===== src/rtl/rx_tag_framer_pkg.sv =====
// rtl/rx_tag_framer_pkg.sv - shared types and constants for the RX tag framer
package rx_tag_framer_pkg;

    typedef enum logic [2:0] {
        IDLE,
        HDR,
        SEQ,
        WR_I,
        WR_Q
    } state_t;

    localparam int          WORD_W         = 16;
    localparam int          DROP_W         = 8;
    localparam logic [15:0] HEADER_DEFAULT = 16'hA5A5;

endpackage


===== src/rtl/rx_tag_framer_if.sv =====
// rtl/rx_tag_framer_if.sv - sample input, FIFO write and status signals of the RX tag framer
interface rx_tag_framer_if
    import rx_tag_framer_pkg::*;
#(
    parameter int SEQ_W = 16
);

    logic              strobe;
    logic              tag;
    logic [WORD_W-1:0] i_data;
    logic [WORD_W-1:0] q_data;
    logic              fifo_full;
    logic              clear_overrun;
    logic [WORD_W-1:0] fifo_wdata;
    logic              fifo_we;
    logic              overrun;
    logic [DROP_W-1:0] drop_count;
    logic [SEQ_W-1:0]  seq_num;

    // sample source, FIFO and control software side
    modport master (
        output strobe, tag, i_data, q_data, fifo_full, clear_overrun,
        input  fifo_wdata, fifo_we, overrun, drop_count, seq_num
    );

    // framer side
    modport slave (
        input  strobe, tag, i_data, q_data, fifo_full, clear_overrun,
        output fifo_wdata, fifo_we, overrun, drop_count, seq_num
    );

endinterface


===== src/rtl/rx_tag_framer_sat_counter.sv =====
// rtl/rx_tag_framer_sat_counter.sv - saturating event counter with clear
module sat_counter #(
    parameter int W = 8
) (
    input  logic         clk,
    input  logic         reset,
    input  logic         inc,
    input  logic         clr,
    output logic [W-1:0] count
);

    localparam logic [W-1:0] ONE = {{(W-1){1'b0}}, 1'b1};

    // clear restarts at one when an event lands in the same cycle, so no event is lost
    always_ff @(posedge clk) begin
        if (reset) begin
            count <= '0;
        end else if (clr) begin
            count <= inc ? ONE : '0;
        end else if (inc && (count != '1)) begin
            count <= count + ONE;
        end
    end

endmodule


===== src/rtl/rx_tag_framer.sv =====
// rtl/rx_tag_framer.sv - serialises strobed I/Q pairs into FIFO words with window headers
module rx_tag_framer
    import rx_tag_framer_pkg::*;
#(
    parameter logic [15:0] HEADER = HEADER_DEFAULT,
    parameter int          SEQ_W  = 16
) (
    input  logic           clk,
    input  logic           reset,
    rx_tag_framer_if.slave bus
);

    state_t            state;
    logic [WORD_W-1:0] cap_i;
    logic [WORD_W-1:0] cap_q;
    logic [SEQ_W-1:0]  seq_cnt;
    logic [WORD_W-1:0] wdata;
    logic              we;
    logic              ovr;
    logic              ready;
    logic              accept;
    logic              drop;
    logic [WORD_W-1:0] seq_word;

    // a new pair is taken when idle, or when the last word of the current pair leaves this cycle
    assign ready    = (state == IDLE) || ((state == WR_Q) && !bus.fifo_full);
    assign accept   = bus.strobe && ready;
    assign drop     = bus.strobe && !ready;
    assign seq_word = WORD_W'(seq_cnt);

    assign bus.fifo_wdata = wdata;
    assign bus.fifo_we    = we;
    assign bus.overrun    = ovr;
    assign bus.seq_num    = seq_cnt;

    // framing FSM: each write state emits one word per non-full cycle and holds otherwise
    always_ff @(posedge clk) begin
        if (reset) begin
            state   <= IDLE;
            cap_i   <= '0;
            cap_q   <= '0;
            seq_cnt <= '0;
            wdata   <= '0;
            we      <= 1'b0;
        end else begin
            if (accept) begin
                cap_i <= bus.i_data;
                cap_q <= bus.q_data;
            end
            case (state)
                IDLE: begin
                    we <= 1'b0;
                    if (accept) begin
                        state <= bus.tag ? HDR : WR_I;
                    end
                end
                HDR: begin
                    if (!bus.fifo_full) begin
                        we    <= 1'b1;
                        wdata <= HEADER;
                        state <= SEQ;
                    end else begin
                        we <= 1'b0;
                    end
                end
                SEQ: begin
                    if (!bus.fifo_full) begin
                        we      <= 1'b1;
                        wdata   <= seq_word;
                        seq_cnt <= seq_cnt + 1'b1;
                        state   <= WR_I;
                    end else begin
                        we <= 1'b0;
                    end
                end
                WR_I: begin
                    if (!bus.fifo_full) begin
                        we    <= 1'b1;
                        wdata <= cap_i;
                        state <= WR_Q;
                    end else begin
                        we <= 1'b0;
                    end
                end
                WR_Q: begin
                    if (!bus.fifo_full) begin
                        we    <= 1'b1;
                        wdata <= cap_q;
                        if (accept) begin
                            state <= bus.tag ? HDR : WR_I;
                        end else begin
                            state <= IDLE;
                        end
                    end else begin
                        we <= 1'b0;
                    end
                end
                default: begin
                    we    <= 1'b0;
                    state <= IDLE;
                end
            endcase
        end
    end

    // sticky overrun flag; a drop in the same cycle as a clear keeps it set
    always_ff @(posedge clk) begin
        if (reset) begin
            ovr <= 1'b0;
        end else if (drop) begin
            ovr <= 1'b1;
        end else if (bus.clear_overrun) begin
            ovr <= 1'b0;
        end
    end

    sat_counter #(
        .W (DROP_W)
    ) u_drop_count (
        .clk   (clk),
        .reset (reset),
        .inc   (drop),
        .clr   (bus.clear_overrun),
        .count (bus.drop_count)
    );

endmodule


===== src/flat_wrapper.sv =====
// flat-port wrapper written by rule: the top's interface ports become plain ports
module rx_tag_framer_flat import rx_tag_framer_pkg::*;
#(
    parameter logic [15:0] HEADER = HEADER_DEFAULT,
    parameter int          SEQ_W  = 16
)
  (clk, reset, bus_strobe, bus_tag, bus_i_data, bus_q_data, bus_fifo_full, bus_clear_overrun, bus_fifo_wdata, bus_fifo_we, bus_overrun, bus_drop_count, bus_seq_num);
  rx_tag_framer_if #(.SEQ_W(SEQ_W)) bus_i ();
  input  logic clk;
  input  logic reset;
  input wire logic [$bits(bus_i.strobe)-1:0] bus_strobe;
  input wire logic [$bits(bus_i.tag)-1:0] bus_tag;
  input wire logic [$bits(bus_i.i_data)-1:0] bus_i_data;
  input wire logic [$bits(bus_i.q_data)-1:0] bus_q_data;
  input wire logic [$bits(bus_i.fifo_full)-1:0] bus_fifo_full;
  input wire logic [$bits(bus_i.clear_overrun)-1:0] bus_clear_overrun;
  output wire logic [$bits(bus_i.fifo_wdata)-1:0] bus_fifo_wdata;
  output wire logic [$bits(bus_i.fifo_we)-1:0] bus_fifo_we;
  output wire logic [$bits(bus_i.overrun)-1:0] bus_overrun;
  output wire logic [$bits(bus_i.drop_count)-1:0] bus_drop_count;
  output wire logic [$bits(bus_i.seq_num)-1:0] bus_seq_num;
  assign bus_i.strobe = bus_strobe;
  assign bus_i.tag = bus_tag;
  assign bus_i.i_data = bus_i_data;
  assign bus_i.q_data = bus_q_data;
  assign bus_i.fifo_full = bus_fifo_full;
  assign bus_i.clear_overrun = bus_clear_overrun;
  assign bus_fifo_wdata = bus_i.fifo_wdata;
  assign bus_fifo_we = bus_i.fifo_we;
  assign bus_overrun = bus_i.overrun;
  assign bus_drop_count = bus_i.drop_count;
  assign bus_seq_num = bus_i.seq_num;
  rx_tag_framer #(.HEADER(HEADER), .SEQ_W(SEQ_W)) u_core (.clk(clk), .reset(reset), .bus(bus_i));
endmodule

===== config.mk =====
export PLATFORM = sky130hd
export DESIGN_NAME = rx_tag_framer_flat
export DESIGN_NICKNAME = d
export VERILOG_FILES = /design/src/rtl/rx_tag_framer_pkg.sv /design/src/rtl/rx_tag_framer_if.sv /design/src/rtl/rx_tag_framer_sat_counter.sv /design/src/rtl/rx_tag_framer.sv /design/src/flat_wrapper.sv
export SDC_FILE = /design/constraint.sdc
export NUM_CORES = 1
export LEC_CHECK = 0
export BUFFER_PORTS_ARGS = -buffer_cell sky130_fd_sc_hd__buf_2
export CAP_MARGIN = 20
export CORE_MARGIN = 1.5
export CORE_UTILIZATION = 57
export CTS_BUF_LIST = sky130_fd_sc_hd__clkbuf_16
export DETAILED_ROUTE_END_ITERATION = 10
export MAX_ROUTING_LAYER = met4
export PLACE_DENSITY = 0.84
export REMOVE_ABC_BUFFERS = 1
export SLEW_MARGIN = 40
export SYNTH_ARGS = -nofsm -noshare
export SYNTH_HDL_FRONTEND = slang
export SYNTH_SLANG_ARGS = --single-unit

===== constraint.sdc =====
create_clock -name clk -period 3.4 [get_ports clk]
set_clock_uncertainty 0.05 [all_clocks]
set_input_delay 0.68 -clock clk [delete_from_list [all_inputs] [get_ports clk]]
set_output_delay 0.68 -clock clk [all_outputs]
set_load 0.02 [all_outputs]

==> impl.org, run 1 <==
** Timing
- Fin. Hold Viols :: 0
- Summed over all failing endpoints, the final setup total negative slack is 0 ps.
- Ratio of final minimum period to clock period :: 67.37%
- Min Clock Period, post-route :: 2291 ps
- Transition time at the pin with the least slew margin :: approximately 800 ps
- Measured against its own limit, the worst slew margin works out to 46.92%.
- Number of pins exceeding their max-slew limit in the final report :: 0
- For this run, the top clock speed supported by timing is 436.6 MHz.
- Setup repair after global routing missed its margin :: no
- Final setup violation count :: 0

** Critical path
- On the worst path, the slowest cell contributes a delay of about 630 ps.
- Worst-path cell chain :: and2b_1 -> o21bai_1 -> a221oi_1 -> nor3_1
- The kind of cell with the highest combined delay along the critical path is compound AO/OA/AOI/OAI gates.
- STA classifies the critical path endpoint as a flop.
- Data on the critical path is required at its endpoint by between 3000 and 4000 ps.
- Together, buffers and inverters on the worst path number 0.
- Of all nets on the critical path, the largest fanout is 17.
- Following the worst setup path forward leads to its endpoint at u_core.bus.fifo_wdata[5]$_SDFFE_PP0P_.
- The setup path with the least slack is of type flop to flop.
- In this run the critical register-to-register path is captured at u_core.bus.fifo_wdata[5]$_SDFFE_PP0P_.
- Crit. Startpoint :: u_core.state[1]$_SDFFE_PP0P_
- The number of cells on the worst reg-to-reg path is 4.
- Number of gates on the worst path with buffers counted :: 4
- The worst setup path is launched from a flop.
- Across all register-to-register paths, the minimum setup slack is between 1000 and 1500 ps.
- Startpoint of the lowest-slack register-to-register path :: u_core.state[1]$_SDFFE_PP0P_
- Worst endpoint data arrival time :: ~2400 ps
- Max stage delay cell, worst path :: and2b_1

** Route
- Per-cell routed wire length :: approximately 15 um
- In the routed design, unresolved DRC markers number 0.
- Violation count after the first detailed-route iteration :: 224
- The detail route stage leaves a number of antenna-violating nets equal to 0.
- The detailed router placed 3212 vias in this run.
- The first detailed-routing pass took 5 iterations.
- The final layout contains routed wiring with a total length of between 8000 and 9000 um.
- Average via count per standard cell :: a little under 6

** Layout
- The post-route netlist has about a quarter of its cells at a drive strength greater than 1.
- Summing all multi-input logic gate instances after layout gives approximately 0.0017 mm^2.
- Number of antenna repair diodes :: 0
- Storage cell area :: 0.001541 mm^2
- The final layout contains slightly above 500 nets.
- Relative to the synthesized area, the layout overhead comes to 21.74%.
- Fill cell total of the finished layout :: around 440

** Power and ir drop
- VDD IR-drop max :: 0.3284 mV
- Post-layout total power :: 2.328 mW
- Leakage :: 1.741 nW
- Power per cell area :: between 500 and 600 mW/mm^2

** Floorplanning
- 80 I/O pins were placed.
- Height of the chip :: about 80 um
- Total die area :: between 0.006 and 0.007 mm^2
- Initial core utilization :: around 60%
- Placement Rows :: 27
- Core area :: between 0.005 and 0.006 mm^2
- Width of the chip :: 80.24 um

** Synth
- Unique masters post-synth :: 54
- During synthesis, Yosys emitted a total of 0 warnings.
- Synthesized-area fraction occupied by adder cells :: 0.7358%
- The share of the Yosys chip area taken by registers is 45.33%.
- Xor/xnor share of the synthesized area :: under 10%
- Most common flop cell mapped by yosys :: dfxtp_1
- Mean instance size in the synthesized netlist :: roughly 8.4 um^2
- Register bit total from synthesis :: slightly below 80
- In this run, synthesis inferred 0 flip-flops with an integrated enable.
- Share of synthesized cell area in and, or, nand and nor gates :: between 20% and 30%
- Summing the areas of all compound-gate instances in the mapped netlist gives around 16% of the synthesized area.
- Synthesized area :: about 0.0034 mm^2
- Of all flip-flops after synthesis, the portion carrying an async set or reset was 0%.
- Multiplexer share of the synthesized area :: 5.004%
- After synthesis, the largest family of logic cells by area is simple AND/OR/NAND/NOR gates.
- Number of cells produced by synthesis :: between 400 and 500

** Clocking
- CTS Hold Buffers Added :: 0
- Post-CTS clock slew at the launch and capture registers of the worst setup and hold paths :: 60 ps
- Clock tree synthesis selected as its root buffer the cell clkbuf_16.
- TritonCTS clock tree :: built
- The clock tree synthesis step divided the H-tree into 3 levels.
- Inserted Clock Buffers :: 9
- At the later pin of the worst-skew pair, clock insertion delay measures around 330 ps.
- No sink is reached through more buffers than the 2 on the longest clock path.
- For this design, the sink count on the clock tree is 77.
- Number of buffers inserted to repair setup after CTS :: 0
- Count of instances resized after the clock tree is built :: 0

** Run
- # Max-Cap Violations :: 0

** Global route
- The number of global-route vias before repair is between 2000 and 3000.
- Wire length of the first global-routing pass :: between 10000 and 15000 um
- Entering global routing, the biggest net connects 43 pins.
- Antenna violations before repair :: 0
- After global routing the overflow that remains totals 0.
- Global routing usage summed across all routing layers :: ~28%

** Placed design
- Total half-perimeter wirelength after legalization and detailed placement :: 5617 um
- Port buffering added 79 buffers.
- Routability cong. :: between 0.8 and 0.9

** Min path
- The path class of the tightest hold or removal check is flop to flop.

** Run status
- Result of the run :: finished clean
-- per-layer routing --
layer,up-vias,routed length (um),share of wire (%),track usage [%]
li1,1568,-,-,-
met1,1526,3725,44,35.87
met2,106,4127,49,45.29
met3,12,468,5.5,4.318
met4,0,135,1.6,10.52
met5,-,0,0,-
-- state kept, by name (all words and copies together) (netlist names) --
signal	cells
u_core.bus.fifo_wdata	16
u_core.bus.fifo_we	1
u_core.bus.overrun	1
u_core.bus.seq_num	16
u_core.cap_i	16
u_core.cap_q	16
u_core.state	3
u_core.u_drop_count.count	8
-- cells in the final DEF (no fill, tap or decap), drive strengths merged, types with 5 or more instances in the layout --
cell type	instances
xor2	5
xnor2	5
nand3	11
nand2	80
buf	87
nor4	5
clkbuf	9
a211oi	5
inv	6
nor3	14
nor2	40
mux2	13
a21oi	41
o21ai	6
nand4	5
a22oi	8
a221oi	8
dfxtp	77
-- synthesized netlist by cell type, types with 3 or more instances --
| library cell | number | area, um^2 |
|---|---|---|
| a211oi_1 | 5 | 37.54 |
| a21oi_1 | 41 | 205.2 |
| a221o_1 | 4 | 40.04 |
| a221oi_1 | 8 | 70.07 |
| a22oi_1 | 8 | 60.06 |
| buf_1 | 3 | 11.26 |
| clkbuf_1 | 22 | 82.58 |
| dfxtp_1 | 77 | 1541 |
| inv_1 | 5 | 18.77 |
| mux2_2 | 12 | 135.1 |
| nand2_1 | 79 | 296.5 |
| nand2b_1 | 4 | 25.02 |
| nand3_1 | 10 | 50.05 |
| nand4_1 | 5 | 31.28 |
| nor2_1 | 40 | 150.1 |
| nor2b_1 | 4 | 25.02 |
| nor3_1 | 13 | 65.06 |
| nor4_1 | 4 | 25.02 |
| o21ai_0 | 6 | 30.03 |
| o21bai_1 | 3 | 22.52 |
| or3_1 | 4 | 25.02 |
| xnor2_1 | 5 | 43.79 |
| xor2_1 | 5 | 43.79 |
-- worst reg2reg max path, cell delays in order (launching register included) --
cell and delay (ps):
dfxtp_1 610, and2b_1 630, o21bai_1 400, a221oi_1 360, nor3_1 90
-- cell families after synthesis --
logic type	count (synthesis)
AOI/OAI and AO/OA	86
xor gates and xnor gates	10
adders and majority gates	2
buffers and inverters	32
DFF	77
muxes	15
and+or+nand+nor	185
-- worst min path at each step --
stage | startpoint | to | slack (ps) | cells after the start
global placement | u_core.cap_i[2]$_SDFFE_PP0N_ | u_core.cap_i[2]$_SDFFE_PP0N_ | 390 | 2
floorplan | u_core.cap_i[0]$_SDFFE_PP0N_ | u_core.cap_i[0]$_SDFFE_PP0N_ | 380 | 2
detailed placement | u_core.cap_i[2]$_SDFFE_PP0N_ | u_core.cap_i[2]$_SDFFE_PP0N_ | 400 | 2
global route | u_core.cap_q[11]$_SDFFE_PP0N_ | u_core.cap_q[11]$_SDFFE_PP0N_ | 420 | 2
finish | u_core.cap_i[13]$_SDFFE_PP0N_ | u_core.cap_i[13]$_SDFFE_PP0N_ | 400 | 2
CTS | u_core.cap_i[13]$_SDFFE_PP0N_ | u_core.cap_i[13]$_SDFFE_PP0N_ | 400 | 2
-- per-stage QoR --
step / hold slack [ps] / cell area, um^2 / cells / setup slack (ps) / util (%)
final: 403.5 / 4140 / 555 / 1109 / 73.39
after global routing: 420.5 / 4140 / 555 / 1062 / 73.39
after CTS: 404.4 / 4140 / 555 / 1195 / 73.39
after detailed placement: 396.6 / 3834 / 539 / 959.0 / 67.95
after global placement: 389.1 / 3834 / 539 / 1021 / 67.95
after floorplan: 376.8 / 3288 / 380 / 1204 / -
-- where the power goes --
part | switching [mW] | internal, mW | total [mW]
sequential | 0.0445 | 0.964 | 1.01
clock | 0.356 | 0.632 | 0.988
combinational | 0.208 | 0.123 | 0.331
-- final cells by class --
class / instances / area share, %
Clock buffer: 9 / 5.440
Clock inverter: 7 / 1.964
Inverter: 5 / 0.4533
Multi-Input combinational cell: 298 / 41.73
Sequential cell: 77 / 37.23
Tap cell: 72 / 2.176
Timing Repair Buffer: 87 / 11.00
Power figures use the tool's default switching activity.
==> inputs of run 2 (changes only) <==
Settings changed: CORE_UTILIZATION 57 to 48, PLACE_DENSITY 0.84 to 0.75.
Clock period 3.4 ns to 2 ns, I/O delays scaled along.
==> impl.org, run 2 (synthesized netlist as in run 1, its figures left out) <==
** Critical path
- Startpoint of the lowest-slack register-to-register path :: u_core.state[2]$_SDFFE_PP0P_
- Worst endpoint data arrival time :: 2000 ps (-420 ps)
- Walking the worst path, the cells encountered are or4b_4 -> nor4_4 -> buf_4 -> a21oi_1 -> a31o_2.
- The worst setup path is launched from a flop.
- STA classifies the critical path endpoint as a flop.
- The data required time of the worst path came to 2170 ps (-1360 ps).
- The setup path with the least slack is of type flop to flop.
- The maximum net fanout on the critical path is 5 (-12).
- The delay of the slowest critical-path stage came to 590 ps (-40 ps).
- Among all stages on the critical path, the largest delay is contributed by or4b_4.
- Tracing the worst setup path back leads to its startpoint at u_core.state[2]$_SDFFE_PP0P_.

** Clocking
- The number of buffers added for setup after CTS is 0 (unchanged).
- Post-CTS clock slew at the launch and capture registers of the worst setup and hold paths :: 60 ps (about the same)
- Count of instances resized after the clock tree is built :: 0 (unchanged)
- Worst-skew pair later-pin latency :: 330 ps (about the same)
- TritonCTS clock tree :: built
- Clock tree synthesis selected as its root buffer the cell clkbuf_16.
- The clock net sink count was 77 (unchanged).
- The number of levels the H-tree was split into was 3 (unchanged).
- The TritonCTS buffer count is 9 (unchanged).
- CTS Buffer Depth :: 2 (unchanged)
- The post-cts hold buffer count was 0 (unchanged).

** Timing
- The number of pins exceeding their max-slew limit in the final report was 0 (unchanged).
- Fin. Hold Viols :: 0 (unchanged)
- Final setup violation count :: 0 (unchanged)
- The clock period minus final worst setup slack is 1830 ps (-460.6 ps).
- Transition time at the pin with the least slew margin :: 405.3 ps (-391.0 ps)
- Max_slew headroom :: 72.60% (+26 points)
- Ratio of final minimum period to clock period :: 91.50% (+24 points)
- The achievable clock frequency was 546.4 MHz (+25%).
- Setup repair after global routing missed its margin :: no

** Layout
- The proportion of layout cells with a drive suffix above 1 was 28.31% (+2.8 points).
- Number of antenna repair diodes :: 0 (unchanged)
- The library cells used most frequently in the layout, excluding fill and tap cells, are nand2_1, buf_2, dfxtp_1.
- The area growth from synthesis to layout is 26.67%.
- The multi-input gate area in the final layout came to 0.001732 mm^2 (+0.22%).
- Net count of the finished layout :: 533 (+2.9%)
- Fill cell total of the finished layout :: 613 (+39%)
- Cell area after layout :: 0.004308 mm^2 (+4.0%)
- The fraction of the core area covered by cells at the end of the flow is 63.06% (-10 points).
- Storage cell area :: 0.001541 mm^2 (unchanged)

** Floorplanning
- Top-level port count :: 80 (unchanged)
- Height of the chip :: 87.17 um (+8.6%)
- The core region area came to 0.006832 mm^2 (+21%).
- Placement Rows :: 30 (+11%)
- Width of the chip :: 87.17 um (+8.6%)
- The full die area was 0.007599 mm^2 (+18%).
- Initial core utilization :: 49.78% (-10 points)

** Global route
- The first-pass GRT wire length was 14060 um (+3.7%).
- The maximum number of pins on one net before global-route repair came to 54 (+26%).
- Vias in the first global route :: 3056 (+4.3%)
- The total track usage came to 24.13% (-4.0 points).
- The total grt overflow was 0 (unchanged).
- The number of antenna violations at the first check in global routing is 0 (unchanged).

** Route
- Average via count per standard cell :: 5.439 (-6.0%)
- Residual antenna-violating net count after detailed routing :: 0 (unchanged)
- Number of design rule violations left after detail routing :: 0 (unchanged)
- Total routed wirelength :: 8398 um (-0.70%)
- The routed via count is 3231 (+0.59%).
- The routed length per placed instance was 14.14 um (-7.2%).
- The number of optimization iterations in the first detailed-route pass was 4 (-1).
- Violation count after the first detailed-route iteration :: 230 (+2.7%)

** Min path
- The worst hold path begins at bus_i_data[4].
- Path type of the worst min-delay path :: input pin to flop

** Placed design
- The placed standard-cell area came to 0.003989 mm^2 (+4.0%).
- Routability cong. :: 0.8657 (+8.2%)
- Total half-perimeter wirelength after legalization and detailed placement :: 5957 um (+6.1%)
- The total of buffers placed on input and output ports was 79 (unchanged).

** Run
- # Max-Cap Violations :: 0 (unchanged)

** Power and ir drop
- Leakage :: 1.817 nW (+4.4%)
- Post-layout total power :: 4.015 mW (+72%)
- VDD IR-drop max :: 0.5401 mV (+64%)
- The power density over the cells is 932.0 mW/mm^2 (+66%).

** Run status
- The run finished with clean final reports.
run 2: cell count changes in the layout (fill, tap and decap cells not counted), sizes merged:
cell      before  now
inv            6    5
buf           87  102
clkinvlp       0    1
run 2: path summary, 6_finish.rpt:
check                                              to  slack, ps  depth (start not counted)
setup / recovery  u_core.bus.seq_num[15]$_SDFFE_PP0P_        170                          5
hold / removal           u_core.cap_i[4]$_SDFFE_PP0N_        250                          3
setup reg to reg  u_core.bus.seq_num[15]$_SDFFE_PP0P_        170                          5
hold reg to reg          u_core.cap_i[2]$_SDFFE_PP0N_        400                          2
run 2: layer usage:
metal	wire length, um	share of wire (%)	GRT usage (%)	up-vias
met1	3840	46	30.74	1524
met3	446	5.3	3.602	19
li1	-	-	-	1601
met4	179	2.1	11.69	0
met5	0	0	-	-
met2	3933	47	37.63	87
run 2: power by group:
part,switching [mW],internal (mW)
clock,0.622,1.08
sequential,0.0577,1.64
combinational,0.371,0.241
run 2: stage by stage:
stage / setup WS, ps / instances / TNS (ps) / hold WS (ps)
detailed placement: 3.355 / 578 / 0 / 392.8
finish: 169.9 / 594 / 0 / 252.9
global placement: 36.82 / 578 / 0 / 389.3
global route: 57.77 / 594 / 0 / 252.1
CTS: 161.7 / 594 / 0 / 245.2
floorplan: -195.7 / 380 / -2427 / 376.8
run 2: area by class of cell:
class | instances | area share [%]
multi-input combinational | 298 | 40.20
tap | 96 | 2.788
inverter | 5 | 0.4357
clock buffer | 9 | 5.228
sequential | 77 | 35.78
timing repair buffer | 102 | 13.48
clock inverter | 7 | 2.091
run 2: worst max-delay path, delay by kind of cell (launching register included):
kind                   cells  cell delay, ps
AOI/OAI and AO/OA          2             270
buffers and inverters      1             180
DFF                        1             310
and+or+nand+nor            2             920
==> inputs of run 3 (changes only) <==
Settings changed: SYNTH_HIERARCHICAL from default to 1.
==> impl.org, run 3 <==
** Timing
- The clock period minus final worst setup slack came to 1834 ps (+3.621 ps).
- Final setup violation count :: 0 (unchanged)
- Setup repair after global routing missed its margin :: no
- Fmax :: 545.4 MHz (-0.20%)
- The number of hold-slack violations in the final timing report was 0 (unchanged).
- Number of pins exceeding their max-slew limit in the final report :: 0 (unchanged)
- The share of the clock period used by the worst path after layout was 91.68% (+0.18 points).
- Transition time at the pin with the least slew margin :: 796.7 ps (+391.4 ps)
- Max_slew headroom :: 46.78% (-26 points)

** Route
- Average via count per standard cell :: 5.551 (+2.1%)
- The total detailed-routing wirelength was 8737 um (+4.0%).
- The routed length per placed instance was 14.96 um (+5.8%).
- Number of design rule violations left after detail routing :: 0 (unchanged)
- Violation count after the first detailed-route iteration :: 255 (+11%)
- The number of optimization iterations in the first detailed-route pass came to 4 (unchanged).
- The count of antenna-violating nets left after detailed routing came to 0 (unchanged).
- The routed via count came to 3242 (+0.34%).

** Layout
- The final-layout fill cell count came to 613 (unchanged).
- Number of antenna repair diodes :: 0 (unchanged)
- Storage cell area :: 0.001544 mm^2 (+0.16%)
- Leaving out fill and tap cells, the most frequent cell in the layout is buf_2.
- Commonest cells after routing, fill and taps aside :: buf_2, nand2_1, dfxtp_1
- Synth-to-layout area growth :: 23.78%
- Net count of the finished layout :: 524 (-1.7%)
- Combined area of the multi-input logic cells :: 0.001770 mm^2 (+2.2%)
- The proportion of layout cells with a drive suffix above 1 is 28.28% (-0.035 points).
- The post-layout instance count excluding filler cells was 584 (-1.7%).

** Clocking
- Number of buffers inserted to repair setup after CTS :: 0 (unchanged)
- The maximum count of clock buffers along a single path came to 2 (unchanged).
- The count of instances resized after the clock tree is built was 1 (+1).
- The clock net sink count came to 77 (unchanged).
- The source-to-sink clock delay at the later pin of the worst-skew pair came to 330 ps (about the same).
- The post-cts hold buffer count came to 0 (unchanged).
- Post-CTS clock slew at the launch and capture registers of the worst setup and hold paths :: 60 ps (about the same)
- CTS root buffer :: clkbuf_16
- The number of levels the H-tree was split into came to 3 (unchanged).
- The TritonCTS buffer count was 9 (unchanged).
- TritonCTS built the clock tree.

** Critical path
- The worst register-to-register path begins at u_core/state[0]$_SDFFE_PP0P_.
- In this design, the largest share of critical-path delay is due to compound AO/OA/AOI/OAI gates.
- The delay of the slowest critical-path stage is 510 ps (-80 ps).
- Type of element launching the critical path :: flop
- The worst reg-to-reg path cell count is 5 (unchanged).
- The buffers plus inverters on the worst setup path came to 0 (-1).
- The critical path goes through nor2_1 -> a21boi_1 -> and4_1 -> a21oi_1 -> a2111oi_1.
- Worst Path Max Fanout :: 8 (+3)
- The reg2reg setup slack was 170 ps (about the same).
- The data required time of the worst path came to 2170 ps (about the same).
- For this design, the slowest cell found on the critical path is dfxtp_1.
- Kind of end point of the critical path :: flop
- Crit path kind :: flop to flop
- Worst endpoint data arrival time :: 2000 ps (about the same)
- Capture instance of the worst register-to-register path :: u_core/u_drop_count/count[5]$_SDFFE_PP0P_

** Floorplanning
- The starting density of the core was 50.16% (+0.38 points).
- The floorplan die height was 87.73 um (+0.64%).
- The full die area came to 0.007696 mm^2 (+1.3%).
- Core area :: 0.006869 mm^2 (+0.55%)
- Placement Rows :: 30 (unchanged)
- The width of the chip was 87.73 um (+0.64%).
- The number of I/O pins was 80 (unchanged).

** Synth
- The part of the Yosys area used for sequential elements is 44.73% (-0.59 points).
- Number of synthesis warnings :: 6 (+6)
- Asr flop ratio synth :: 0% (unchanged)
- Register bit total from synthesis :: 77 (unchanged)
- Leading cell types by count after synthesis :: dfxtp_1, nand2_1, a21oi_1
- Share of the synthesized area in the top cell type :: 44.73% (-0.59 points)
- The number of enable flip-flop cells after synthesis was 0 (unchanged).
- Mean instance size in the synthesized netlist :: 8.529 um^2 (+2.1%)
- The instance count of the mapped netlist was 404 (-0.74%).
- Post-synth top area cell :: dfxtp_1
- Unique masters post-synth :: 55 (+1.9%)
- Synthesized area :: 0.003446 mm^2 (+1.3%)
- Most common flop cell mapped by yosys :: dfxtp_1
- Biggest area contributors in the synthesized netlist :: dfxtp_1, nand2_1, a21oi_1, mux2_2, nor2_1

** Min path
- The worst hold path terminates at u_core/cap_q[1]$_SDFFE_PP0N_.
- Path type of the worst min-delay path :: input pin to flop
- The worst hold path begins at bus_q_data[1].
- Instance count along the most critical hold path :: 3 (unchanged)

** Placed design
- Total half-perimeter wirelength after legalization and detailed placement :: 5988 um (+0.51%)
- The total of buffers placed on input and output ports came to 79 (unchanged).
- The global placer's final weighted congestion was 0.8982 (+3.8%).
- Number of cells in the design after placement :: 569 (-1.6%)

** Run status
- Result of the run :: finished clean

** Power and ir drop
- The power density over the cells came to 890.2 mW/mm^2 (-4.5%).
- Leakage :: 1.789 nW (-1.5%)
- The maximum resistive drop on vdd came to 0.5028 mV (-6.9%).
- The overall power is 3.797 mW (-5.4%).

** Global route
- The total track usage is 25.18% (+1.0 points).
- Overall overflow remaining after global route :: 0 (unchanged)
- The first-pass GRT wire length was 14350 um (+2.1%).
- Pin count of the biggest net entering global routing :: 23 (-57%)
- The number of antenna violations at the first check in global routing came to 0 (unchanged).
- The number of global-route vias before repair is 3064 (+0.26%).

** Run
- The max-cap violation count was 0 (unchanged).
run 3: worst max-delay path by stage:
stage | start | slack, ps | end | depth (start not counted)
global placement | bus_fifo_full | 30 | u_core/u_drop_count/count[5]$_SDFFE_PP0P_ | 6
global route | u_core/state[0]$_SDFFE_PP0P_ | 10 | u_core/u_drop_count/count[5]$_SDFFE_PP0P_ | 5
finish | u_core/state[0]$_SDFFE_PP0P_ | 170 | u_core/u_drop_count/count[5]$_SDFFE_PP0P_ | 5
detailed placement | bus_fifo_full | -40 | u_core/u_drop_count/count[5]$_SDFFE_PP0P_ | 6
CTS | u_core/state[2]$_SDFFE_PP0P_ | 130 | u_core/u_drop_count/count[5]$_SDFFE_PP0P_ | 5
floorplan | u_core/state[0]$_SDFFE_PP0P_ | -350 | u_core/u_drop_count/count[5]$_SDFFE_PP0P_ | 5
run 3: where the power goes:
| part | switching (mW) | internal (mW) |
|---|---|---|
| registers | 0.0605 | 1.62 |
| clock network | 0.619 | 0.958 |
| logic | 0.317 | 0.219 |
| total | 0.996 | 2.80 |
run 3: routing by layer:
metal	global-route usage, %	wire length [um]	vias up
li1	-	-	1604
met1	31.32	3904	1516
met2	40.11	4172	111
met3	5.655	530	11
met4	8.947	130	0
met5	-	0	-
run 3: final cells by class:
class                   instances  share of cell area (%)
flip-flops and latches         77                   36.20
multi-input cells             295                   41.51
inverters                       5                  0.4400
clock inverters                 6                   1.496
well taps                      96                   2.816
clock buffers                   9                   5.280
repair buffers                 96                   12.26
run 3: worst min-delay path: stages:
cell and delay (ps):
buf_2 90, nand2_1 40, a21oi_1 50
run 3: kinds of logic (layout without fill, tap and decap cells):
kind of cell    count (synthesis)  count (layout)  share of synthesized area [%]
buf+inv                        32             116                          3.885
xor+xnor                       10              10                          2.542
fa+ha+maj                       2               2                         0.7261
simple gates                  169             169                          24.04
flops                          77              77                          44.73
compound gates                 95              95                          17.97
mux                            19              19                          6.100
run 3: metrics by stage:
step	hold slack (ps)	area, um^2	worst slack, ps	utilization, %	setup TNS [ps]
finish	250.4	4265	166.3	62.09	0
global route	242.1	4265	14.89	62.09	0
CTS	240.7	4263	127.6	62.06	0
detailed placement	396.6	3974	-42.24	57.85	-42.24
global placement	389.0	3974	25.17	57.85	0
floorplan	376.8	3331	-352.2	-	-1349
